===== src/rtl/adc_frame_packer_pkg.sv =====
// Shared definitions for the ADC frame packer: FSM state encoding, default
// header/trailer constants and the bit positions of the payload word fields.
package adc_frame_packer_pkg;

  typedef enum logic [1:0] {
    ST_IDLE    = 2'd0,
    ST_HEADER  = 2'd1,
    ST_PAYLOAD = 2'd2,
    ST_TRAILER = 2'd3
  } state_t;

  localparam int unsigned SAMPLE_W = 12;
  localparam int unsigned WORD_W   = 32;
  localparam int unsigned CNT_W    = 16;
  localparam int unsigned CSUM_W   = 2 * SAMPLE_W;

  localparam logic [15:0] HDR_MAGIC_DEF = 16'hA55A;
  localparam logic [7:0]  TRL_TAG_DEF   = 8'hEF;

  // Payload word layout: {idx, sample_b, sample_a}
  localparam int unsigned IDX_MSB = 31;
  localparam int unsigned IDX_LSB = 24;
  localparam int unsigned B_MSB   = 23;
  localparam int unsigned B_LSB   = 12;
  localparam int unsigned A_MSB   = 11;
  localparam int unsigned A_LSB   = 0;

endpackage


===== src/rtl/adc_frame_packer_sat_counter16.sv =====
// 16-bit up counter that sticks at all-ones instead of wrapping.
// Ports: clk, rst_n (async active-low), i_inc (count enable), o_count.
module sat_counter16 (
  input  logic        clk,
  input  logic        rst_n,
  input  logic        i_inc,
  output logic [15:0] o_count
);

  logic [15:0] r_count;

  always_ff @(posedge clk or negedge rst_n) begin
    if (!rst_n) begin
      r_count <= '0;
    end else if (i_inc && (r_count != 16'hFFFF)) begin
      r_count <= r_count + 16'd1;
    end
  end

  assign o_count = r_count;

endmodule


===== src/rtl/adc_frame_packer.sv =====
// Packs dual-channel 12-bit ADC sample pairs into 32-bit words and frames them
// for the fiber TX FIFO: header {HDR_MAGIC, seq}, FRAME_LEN payload words
// {idx, b, a}, and with ADC_PACK_CHECKSUM_EN defined a trailer {TRL_TAG, xor}.
// TRL_TAG exists only when ADC_PACK_CHECKSUM_EN is defined.
// Ports:
//   clk, rst_n            clock, async active-low reset
//   enable                framing enable (level)
//   adc_a, adc_b          channel samples, qualified by adc_valid
//   fifo_almost_full      sampled only when a new frame would start
//   fifo_full             a write attempted while full aborts the frame
//   wr_en, wr_data        registered FIFO write port
//   busy                  high whenever the FSM is not idle
//   frame_cnt             sequence number of the next header (wraps)
//   drop_cnt              discarded samples (saturating)
//   abort                 one-cycle pulse per aborted frame
//   overflow              sticky abort flag, cleared only by reset
module adc_frame_packer
  import adc_frame_packer_pkg::*;
#(
  parameter int unsigned FRAME_LEN = 64,
  parameter logic [15:0] HDR_MAGIC = HDR_MAGIC_DEF
`ifdef ADC_PACK_CHECKSUM_EN
  ,
  parameter logic [7:0]  TRL_TAG   = TRL_TAG_DEF
`endif
) (
  input  logic                clk,
  input  logic                rst_n,
  input  logic                enable,
  input  logic [SAMPLE_W-1:0] adc_a,
  input  logic [SAMPLE_W-1:0] adc_b,
  input  logic                adc_valid,
  input  logic                fifo_almost_full,
  input  logic                fifo_full,
  output logic                wr_en,
  output logic [WORD_W-1:0]   wr_data,
  output logic                busy,
  output logic [CNT_W-1:0]    frame_cnt,
  output logic [CNT_W-1:0]    drop_cnt,
  output logic                abort,
  output logic                overflow
);

  localparam logic [7:0] LAST_IDX = 8'(FRAME_LEN - 1);

  state_t              r_state,     w_state_nxt;
  logic [7:0]          r_idx,       w_idx_nxt;
  logic                r_wr_en,     w_wr_en_nxt;
  logic [WORD_W-1:0]   r_wr_data,   w_wr_data_nxt;
  logic                r_busy;
  logic [CNT_W-1:0]    r_frame_cnt, w_frame_cnt_nxt;
  logic                r_abort,     w_abort_nxt;
  logic                r_overflow,  w_overflow_nxt;
  logic                w_drop_inc;
  logic                w_start_ok;
  logic                w_frame_done;
`ifdef ADC_PACK_CHECKSUM_EN
  logic [CSUM_W-1:0]   r_csum,      w_csum_nxt;
`endif

  // Next-state, next-output and counter-enable decode
  always_comb begin
    w_state_nxt     = r_state;
    w_idx_nxt       = r_idx;
    w_wr_en_nxt     = 1'b0;
    w_wr_data_nxt   = r_wr_data;
    w_frame_cnt_nxt = r_frame_cnt;
    w_abort_nxt     = 1'b0;
    w_overflow_nxt  = r_overflow;
    w_drop_inc      = 1'b0;
    w_frame_done    = 1'b0;
    w_start_ok      = enable && !fifo_almost_full;
`ifdef ADC_PACK_CHECKSUM_EN
    w_csum_nxt      = r_csum;
`endif

    case (r_state)
      ST_IDLE: begin
        w_drop_inc = adc_valid;
        if (w_start_ok) begin
          w_state_nxt = ST_HEADER;
        end
      end

      ST_HEADER: begin
        w_drop_inc = adc_valid;
        if (fifo_full) begin
          w_abort_nxt = 1'b1;
        end else begin
          w_wr_en_nxt   = 1'b1;
          w_wr_data_nxt = {HDR_MAGIC, r_frame_cnt};
          w_idx_nxt     = '0;
`ifdef ADC_PACK_CHECKSUM_EN
          w_csum_nxt    = '0;
`endif
          w_state_nxt   = ST_PAYLOAD;
        end
      end

      ST_PAYLOAD: begin
        if (adc_valid) begin
          if (fifo_full) begin
            w_abort_nxt = 1'b1;
            w_drop_inc  = 1'b1;
          end else begin
            w_wr_en_nxt                    = 1'b1;
            w_wr_data_nxt                  = '0;
            w_wr_data_nxt[IDX_MSB:IDX_LSB] = r_idx;
            w_wr_data_nxt[B_MSB:B_LSB]     = adc_b;
            w_wr_data_nxt[A_MSB:A_LSB]     = adc_a;
            w_idx_nxt                      = r_idx + 8'd1;
`ifdef ADC_PACK_CHECKSUM_EN
            w_csum_nxt = r_csum ^ {adc_b, adc_a};
            if (r_idx == LAST_IDX) begin
              w_state_nxt = ST_TRAILER;
            end
`else
            w_frame_done = (r_idx == LAST_IDX);
`endif
          end
        end
      end

`ifdef ADC_PACK_CHECKSUM_EN
      ST_TRAILER: begin
        w_drop_inc = adc_valid;
        if (fifo_full) begin
          w_abort_nxt = 1'b1;
        end else begin
          w_wr_en_nxt   = 1'b1;
          w_wr_data_nxt = {TRL_TAG, r_csum};
          w_frame_done  = 1'b1;
        end
      end
`endif

      default: begin
        w_state_nxt = ST_IDLE;
      end
    endcase

    // An aborted frame keeps its sequence number for the retry
    if (w_abort_nxt) begin
      w_state_nxt    = ST_IDLE;
      w_overflow_nxt = 1'b1;
    end

    // Back-to-back frames skip IDLE when the next one may start at once
    if (w_frame_done) begin
      w_frame_cnt_nxt = r_frame_cnt + 16'd1;
      w_state_nxt     = w_start_ok ? ST_HEADER : ST_IDLE;
    end
  end

  // State and registered outputs
  always_ff @(posedge clk or negedge rst_n) begin
    if (!rst_n) begin
      r_state     <= ST_IDLE;
      r_idx       <= '0;
      r_wr_en     <= 1'b0;
      r_wr_data   <= '0;
      r_busy      <= 1'b0;
      r_frame_cnt <= '0;
      r_abort     <= 1'b0;
      r_overflow  <= 1'b0;
`ifdef ADC_PACK_CHECKSUM_EN
      r_csum      <= '0;
`endif
    end else begin
      r_state     <= w_state_nxt;
      r_idx       <= w_idx_nxt;
      r_wr_en     <= w_wr_en_nxt;
      r_wr_data   <= w_wr_data_nxt;
      r_busy      <= (w_state_nxt != ST_IDLE);
      r_frame_cnt <= w_frame_cnt_nxt;
      r_abort     <= w_abort_nxt;
      r_overflow  <= w_overflow_nxt;
`ifdef ADC_PACK_CHECKSUM_EN
      r_csum      <= w_csum_nxt;
`endif
    end
  end

  sat_counter16 u_drop_cnt (
    .clk     (clk),
    .rst_n   (rst_n),
    .i_inc   (w_drop_inc),
    .o_count (drop_cnt)
  );

  assign wr_en     = r_wr_en;
  assign wr_data   = r_wr_data;
  assign busy      = r_busy;
  assign frame_cnt = r_frame_cnt;
  assign abort     = r_abort;
  assign overflow  = r_overflow;

endmodule


===== config.mk =====
export PLATFORM = sky130hd
export DESIGN_NAME = adc_frame_packer
export DESIGN_NICKNAME = d
export VERILOG_FILES = /design/src/rtl/adc_frame_packer_pkg.sv /design/src/rtl/adc_frame_packer_sat_counter16.sv /design/src/rtl/adc_frame_packer.sv
export SDC_FILE = /design/constraint.sdc
export NUM_CORES = 1
export LEC_CHECK = 0
export CAP_MARGIN = 20
export CELL_PAD_IN_SITES_DETAIL_PLACEMENT = 0
export CELL_PAD_IN_SITES_GLOBAL_PLACEMENT = 1
export CORE_MARGIN = 5
export CORE_UTILIZATION = 37
export CTS_BUF_LIST = sky130_fd_sc_hd__clkbuf_16
export DETAILED_ROUTE_END_ITERATION = 16
export PLACE_DENSITY_LB_ADDON = 0.1
export SLEW_MARGIN = 40
export SYNTH_ARGS = -nofsm -noshare
export SYNTH_HDL_FRONTEND = slang
export SYNTH_SLANG_ARGS = --single-unit

===== constraint.sdc =====
create_clock -name clk -period 2.8 [get_ports clk]
set_input_delay 0.28 -clock clk [delete_from_list [all_inputs] [get_ports clk]]
set_output_delay 0.28 -clock clk [all_outputs]
set_load 0.01 [all_outputs]

==> reports/summary.md, run 1 <==
The run finished, with violations left. The checks that failed: hold timing. The root buffer cell was sky130_fd_sc_hd__clkbuf_16. The upper clock frequency limit was 0.420 GHz; the total cell area at the placement stage was 0.00478 mm^2.

In this run the static leakage power is 2.22 nW. Maximum resistive drop on vdd: 453 uV. The die covers 0.0120 mm^2.

Clock tree synthesis found a total of 78 sinks. The initialized floorplan defines 36 standard-cell rows. The max-slew violation total from the final report was 0. Counting flops with a built-in enable in the synthesized netlist gives 0. For the setup TNS, the log shows 0 ps. The worst path uses 85.0% of the clock period.

Between clock sinks in the finished design, the worst skew comes to 8.00 ps. The logs give 53.2% for the fraction of the yosys area taken by sequential cells and 0.00509 mm^2 for the final instance area. During placement, the flow inserted port buffers numbering 97. TritonCTS created 9 clock buffers.

The share of post-route cells with drive strength above 1 came out at 6.62%. The detailed-route vias per instance works out to 4.90. The number of nets in the finished design came out at 488.

In this run the worst hold path is classified as in2async. The worst-margin pin slew came out at 735 ps. For the worst setup path, the data required time is 3010 ps. The logs give 3 for the total number of H-tree levels and 0.00164 mm^2 for the area of the multi-input gates. For the number of antenna cells inserted, the log shows 0. The clock-pin slew reported for the worst setup and hold paths after clock tree synthesis came out at 60 ps.

The logs give 0.00367 mm^2 for the area of the mapped netlist and 2,872 for the total number of vias. TritonCTS built the clock tree. STA puts the critical path data arrival time at 2590 ps. The number of nets handed over by synthesis was 390.

The clock passes through at most 2 buffers. The total wirelength of the detailed-routed design is 8.69 mm. The tools report the max-capacitance violation count as 0. The Yosys warning count was 0.

The minimum clock period came out at 2380 ps. The detailed-routing iteration count for the pre-antenna-repair pass is 4. For this configuration, the core starts out at a cell density of 37.7%. The count of nets left with antenna violations once routing finished came out at 0. The area used by sequential logic in the layout came out at 0.00195 mm^2. The total global routing track utilization was 15.3%; the largest net degree at the start of global routing was 79. Detailed placement finished with a half-perimeter wire length of 6.05 mm. Number of endpoints with negative hold slack in the final report: 16. After the first detailed-routing iteration, the DRC count stood at 96. The hold-fix buffer count after cts is 0.

Setup repair after global routing left no endpoint under its margin. 98 I/O pins were placed. Clock latency on the worst-skew pair, taken at its later pin, is 330 ps. Counting flops with an async set or reset pin after synthesis yields a share of 100%. The logs give 0 for the post-detailed-route DRC marker count and 0.00973 mm^2 for the total core area. Buffers added to address setup during post-CTS repair amount to 0. From left edge to right edge, the die measures 110 um. Power spread over the standard cell area amounts to 921 mW/mm^2. STA classifies the critical path startpoint as a register. For the last weighted congestion value of the routability-driven placer, the log shows 0.755. The run gives 0 as the number of antenna violations at the first check in global routing. In the post-route analysis, the smallest setup slack over all paths is 419 ps. For the number of gates resized after cts, the log shows 0. The total grt overflow was 0. The flip-flop and latch count after synthesis was 78; the count of fill cells added during filler insertion was 930. The run gives 397 ps as the worst slack at placement.

Capturing element type of the critical path: a register. Averaged over all synthesized cells, the footprint is 10.4 um^2. Critical path class: reg2reg. Primary flip-flop cell chosen by synthesis mapping: sky130_fd_sc_hd__dfrtp_1. Synthesis produced 351 cells. The logs give -32.8 ps for the worst hold slack and 41 for the number of distinct library cells after synthesis. Cells fill 52.3% of the core in the end. Setup violations remaining at the end of the flow were counted as 0.

The maximum fanout along the worst path was 14. Via count of the first global-routing pass: 2,851. The vertical die dimension was 110 um. The first global-routing pass estimated 14.5 mm of wire. The worst max-slew margin expressed relative to the limit is 51.0%.

The layout overhead on the synthesized area was 38.8%; the detailed-route wire length per cell was 14.8 um.
[per-stage QoR]
stage	total power, W	cells
floorplan	0.00270	351
global placement	0.00349	571
detailed placement	0.00353	571
CTS	0.00476	586
global route	0.00502	586
finish	0.00469	586
[power breakdown]
part	internal, W	switching (W)	total [W]
clock network	0.000766	0.000439	0.00121
registers	0.00143	0.000209	0.00163
logic	0.000868	0.000979	0.00185
[cells by family (layout without fill, tap and decap cells)]
logic type,Yosys count,after routing,synth area share (%)
simple gates,146,146,21.6
flops,78,78,53.2
compound gates,47,47,7.13
xor+xnor,30,30,7.17
buf+inv,21,123,2.22
mux,20,20,5.60
fa+ha+maj,9,9,3.07
[sequential cells by signal (all words and copies together) (netlist names)]
| name | count |
|---|---|
| r_state | 2 |
| wr_en | 1 |
| abort | 1 |
| overflow | 1 |
| busy | 1 |
| r_idx | 8 |
| u_drop_cnt.o_count | 16 |
| frame_cnt | 16 |
| wr_data | 32 |
[cell usage in the layout, fill, tap and decap left out, types with 8 or more instances in the layout]
cell                              netlist  final
sky130_fd_sc_hd__clkbuf_16              0      9
sky130_fd_sc_hd__clkdlybuf4s50_1        0     96
sky130_fd_sc_hd__dfrtp_1               78     78
sky130_fd_sc_hd__ha_1                   9      8
sky130_fd_sc_hd__inv_1                  8      9
sky130_fd_sc_hd__mux2i_1               16     16
sky130_fd_sc_hd__nand2_1               63     63
sky130_fd_sc_hd__nand3_1               18     17
sky130_fd_sc_hd__nand4_1               14     14
sky130_fd_sc_hd__nor2_1                11     11
sky130_fd_sc_hd__o21ai_0               29     29
sky130_fd_sc_hd__xnor2_1               21     21
sky130_fd_sc_hd__xor2_1                 9      9
[path summary, 6_finish.rpt]
path                                    startpoint                                end  slack (ps)  depth (start not counted)
max                           r_state[0]$_DFF_PN0_  u_drop_cnt.o_count[1]$_DFFE_PN0P_         420                          6
min                                          rst_n            wr_data[15]$_DFFE_PN0P_         -30                          1
max reg2reg                   r_state[0]$_DFF_PN0_  u_drop_cnt.o_count[1]$_DFFE_PN0P_         420                          6
min reg2reg                wr_data[21]$_DFFE_PN0P_            wr_data[21]$_DFFE_PN0P_         460                          2
max in group asynchronous                    rst_n               r_idx[7]$_DFFE_PN0P_        2300                          1
min in group clk           wr_data[21]$_DFFE_PN0P_            wr_data[21]$_DFFE_PN0P_         460                          2
[cell usage after synthesis (6+ instances only)]
cell type / count / area share [%]
sky130_fd_sc_hd__dfrtp_1: 78 / 53
sky130_fd_sc_hd__nand2_1: 63 / 6.5
sky130_fd_sc_hd__o21ai_0: 29 / 4.0
sky130_fd_sc_hd__xnor2_1: 21 / 5.0
sky130_fd_sc_hd__nand3_1: 18 / 2.5
sky130_fd_sc_hd__mux2i_1: 16 / 4.4
sky130_fd_sc_hd__nand4_1: 14 / 2.4
sky130_fd_sc_hd__clkbuf_1: 11 / 1.1
sky130_fd_sc_hd__nor2_1: 11 / 1.1
sky130_fd_sc_hd__ha_1: 9 / 3.1
sky130_fd_sc_hd__xor2_1: 9 / 2.2
sky130_fd_sc_hd__inv_1: 8 / 0.82
sky130_fd_sc_hd__and3_1: 7 / 1.2
sky130_fd_sc_hd__and4_1: 6 / 1.4
[per-layer routing]
metal,global-route usage (%),vias to the layer above,wire [um]
li1,-,1434,-
met1,21.4,1360,4180
met2,23.4,69,3950
met3,3.41,9,440
met4,5.34,0,121
met5,0,-,0
[worst max-delay path, cell delays in order (launching register included)]
cell	delay, ps
sky130_fd_sc_hd__dfrtp_1	420
sky130_fd_sc_hd__inv_1	130
sky130_fd_sc_hd__ha_2	390
sky130_fd_sc_hd__a211oi_1	200
sky130_fd_sc_hd__nor2_1	490
sky130_fd_sc_hd__and2_1	280
sky130_fd_sc_hd__mux2_2	350
[layout make-up]
| cell class | instances | area share [%] |
|---|---|---|
| Inverter | 8 | 0.590 |
| Tap cell | 133 | 3.27 |
| Multi-Input combinational cell | 252 | 32.2 |
| Sequential cell | 78 | 38.4 |
| Clock buffer | 9 | 4.43 |
| Clock inverter | 6 | 1.55 |
| Timing Repair Buffer | 100 | 19.6 |
Note: power is estimated with default switching activity, not from simulation.
==> run 2: changes to the inputs <==
--- a/config.mk
+++ b/config.mk
@@ -12,6 +12,7 @@
 export CORE_UTILIZATION = 37
 export CTS_BUF_LIST = sky130_fd_sc_hd__clkbuf_16
 export DETAILED_ROUTE_END_ITERATION = 16
+export GPL_TIMING_DRIVEN = 0
 export PLACE_DENSITY_LB_ADDON = 0.1
 export SLEW_MARGIN = 40
 export SYNTH_ARGS = -nofsm -noshare
==> constraint.sdc (replaced) <==
create_clock -name clk -period 2.8 [get_ports clk]
set_input_delay 0.28 -clock clk [delete_from_list [all_inputs] [get_ports clk]]
set_output_delay 0.28 -clock clk [all_outputs]
set_load 0.05 [all_outputs]
==> run 2 against run 1 <==
Effect of this change: the flow now finishes without violations; combinational power grew 44%; clock power about the same; design area up 1.2%; sequential share of layout area down 0.44 points; core utilization grew 0.60 points; critical path depth increased by 1; die area unchanged; global-route usage rose by 0.14 points.
==> reports/summary.md, run 2 (same netlist as run 1, synthesis figures left out) <==
In this run the worst hold path is classified as in2async. At the end of routability-driven placement, the weighted congestion stood at 0.788. The share of post-route cells with drive strength above 1 is 6.45%, and the detailed-routing iteration count for the pre-antenna-repair pass is 4. Measured along the y axis, the die boundary spans 110 um. Of the total power, the share spent switching nets is 44.1%.

The tool flagged a number of max-cap violations equal to 0. Across every metal layer, demand over resource in global routing totals 15.5%. The hold-fix buffer count after cts is 1, and the count of fill cells added during filler insertion is 933. For this block, the initial DRC count from the detailed router was 107. The worst setup path is captured at a register.

For this configuration, the core starts out at a cell density of 37.7%. In this run the power density over the cells is 1070 mW/mm^2. Setup TNS: 0 ps. The clock drives 78 sinks. The post-route clock skew is 5.72 ps.

The initialized floorplan defines 36 standard-cell rows. The logs give 0.00973 mm^2 for the total core area and 0 for the number of setup violations in the final report. Summed over all layers, the global routing overflow is 0. The clock-pin slew reported for the worst setup and hold paths after clock tree synthesis works out to 60 ps. The sequential group share of total power came out at 29.8%. The library cells used most frequently in the layout, excluding fill and tap cells, are sky130_fd_sc_hd__clkdlybuf4s50_1 (96), sky130_fd_sc_hd__dfrtp_1 (78), sky130_fd_sc_hd__nand2_1 (63). The full die area is 0.0120 mm^2, and the number of endpoints with negative hold slack in the final report is 0. The internal power of the cells totals 0.00308 W.

The library cell used most frequently in the layout, excluding fill and tap cells, is sky130_fd_sc_hd__clkdlybuf4s50_1. The run gives 3010 ps as the data required time at the worst endpoint. The number of nets in the finished design came out at 500. In this run the static leakage power is 2.25 nW.

After clock tree synthesis, the setup repair step added 0 buffers. Per report_power, the combinational group accounts for 48.4% of the total. The floorplan die width was 110 um.

At the later pin of the worst-skew pair, clock insertion delay measures 330 ps. The total wirelength of the detailed-routed design was 8.69 mm. Setup repair after global routing left no endpoint under its margin. Of all nets on the critical path, the largest fanout is 10.

No sink is reached through more buffers than the 2 on the longest clock path. The run gives 0.00242 W as the net switching power. Post-CTS repair changed the size of 0 cells. For the TritonCTS buffer count, the log shows 9. The routed layout has 2,918 vias.

The worst-margin pin slew is 702 ps. The first global-routing pass estimated 14.7 mm of wire. The number of flip-flops in the largest register is 32, and the number of antenna violations at the first check in global routing is 0. The detailed-route vias per instance is 4.88. By startpoint and endpoint, the worst setup path is classified as reg2reg. The run gives 0 as the post-detailed-route DRC marker count. The detail route stage leaves a number of antenna-violating nets equal to 0.

The number of antenna cells inserted came out at 0. The count of buffers inserted at the top-level ports works out to 97. The run finished with clean final reports. In the final routed layout, each cell accounts on average for 14.5 um. Compared with the post-synthesis result, the final layout area differs by 40.4%.

At the end of the flow the core is filled with cells to 52.9%. Total power for the finished layout comes to 0.00550 W. The post-detailed-placement half-perimeter wirelength is 6.32 mm, and the share of the clock period used by the worst path is 87.5%.

TritonCTS built the clock tree. The maximum resistive drop on vdd was 632 uV; the minimum clock period was 2450 ps. For the via count of the first global-routing pass, the log shows 2,984. The tools report the startpoint kind of the worst setup timing path as a register. The H-tree was split into 3 levels. The root buffer cell was sky130_fd_sc_hd__clkbuf_16.

The max-slew violation total from the final report was 0; the number of placed I/O pins was 98. The endpoint arrival time on the critical path was 2660 ps; the worst max-slew margin expressed relative to the limit was 52.8%. The clock network accounts for 21.9% of the total power. For the largest net degree at the start of global routing, the log shows 46. The upper clock frequency limit came out at 0.408 GHz.
[run 2: cell types whose count changed in the layout (fill, tap and decap cells not counted), sizes merged]
cell,delta
clkbuf,+11
clkinvlp,-1
clkinv,+1
dlygate4sd3,+1
[run 2: final timing paths]
path | from | endpoint | slack (ps) | cells past startpoint
max | r_state[0]$_DFF_PN0_ | u_drop_cnt.o_count[1]$_DFFE_PN0P_ | 350 | 7
min | rst_n | wr_data[15]$_DFFE_PN0P_ | 410 | 2
min in group clk | wr_data[21]$_DFFE_PN0P_ | wr_data[21]$_DFFE_PN0P_ | 460 | 2
max reg2reg | r_state[0]$_DFF_PN0_ | u_drop_cnt.o_count[1]$_DFFE_PN0P_ | 350 | 7
min reg2reg | wr_data[21]$_DFFE_PN0P_ | wr_data[21]$_DFFE_PN0P_ | 460 | 2
max in group asynchronous | rst_n | u_drop_cnt.o_count[5]$_DFFE_PN0P_ | 1870 | 3
[run 2: routing by layer]
| metal | vias up | track usage, % | share of wire, % |
|---|---|---|---|
| li1 | 1452 | - | - |
| met1 | 1405 | 20.5 | 47 |
| met2 | 54 | 24.5 | 47 |
| met3 | 7 | 4.70 | 4.9 |
| met4 | 0 | 4.27 | 0.88 |
| met5 | - | 0 | 0 |
[run 2: worst max-delay path, cell delays in order, from the launching register on]
cell                       delay [ps]
sky130_fd_sc_hd__dfrtp_1          430
sky130_fd_sc_hd__inv_1            130
sky130_fd_sc_hd__ha_1             150
sky130_fd_sc_hd__clkbuf_1         290
sky130_fd_sc_hd__a211oi_1         200
sky130_fd_sc_hd__nor2_1           510
sky130_fd_sc_hd__and2_1           290
sky130_fd_sc_hd__mux2_2           340
[run 2: final cells by class]
| cell class | count | area [um^2] | share of cell area, % |
|---|---|---|---|
| sequential | 78 | 1950 | 37.9 |
| multi-input combinational | 252 | 1630 | 31.7 |
| timing repair buffer | 99 | 1010 | 19.6 |
| clock buffer | 9 | 225 | 4.38 |
| tap | 133 | 166 | 3.23 |
| clock inverter | 6 | 78.8 | 1.53 |
| buffer | 13 | 51.3 | 0.997 |
| inverter | 8 | 30.0 | 0.584 |
[run 2: stage by stage]
stage               std cells  hold slack [ps]  instance area [um^2]  setup slack (ps)
floorplan                 351            -15.6                  3670               749
global placement          581              449                  4800             -1450
detailed placement        582              192                  4830               292
CTS                       598              416                  5150               341
global route              598              439                  5150               140
finish                    598              407                  5150               351
[run 2: power groups by stage]
| stage | registers [W] | clock network, W | logic (W) |
|---|---|---|---|
| after global routing | 0.00168 | 0.00128 | 0.00288 |
| after floorplan | 0.00249 | 0 | 0.000959 |
| after CTS | 0.00164 | 0.00124 | 0.00270 |
| final | 0.00164 | 0.00120 | 0.00266 |
| after global placement | 0.00165 | 0 | 0.00267 |
| after detailed placement | 0.00165 | 0 | 0.00269 |
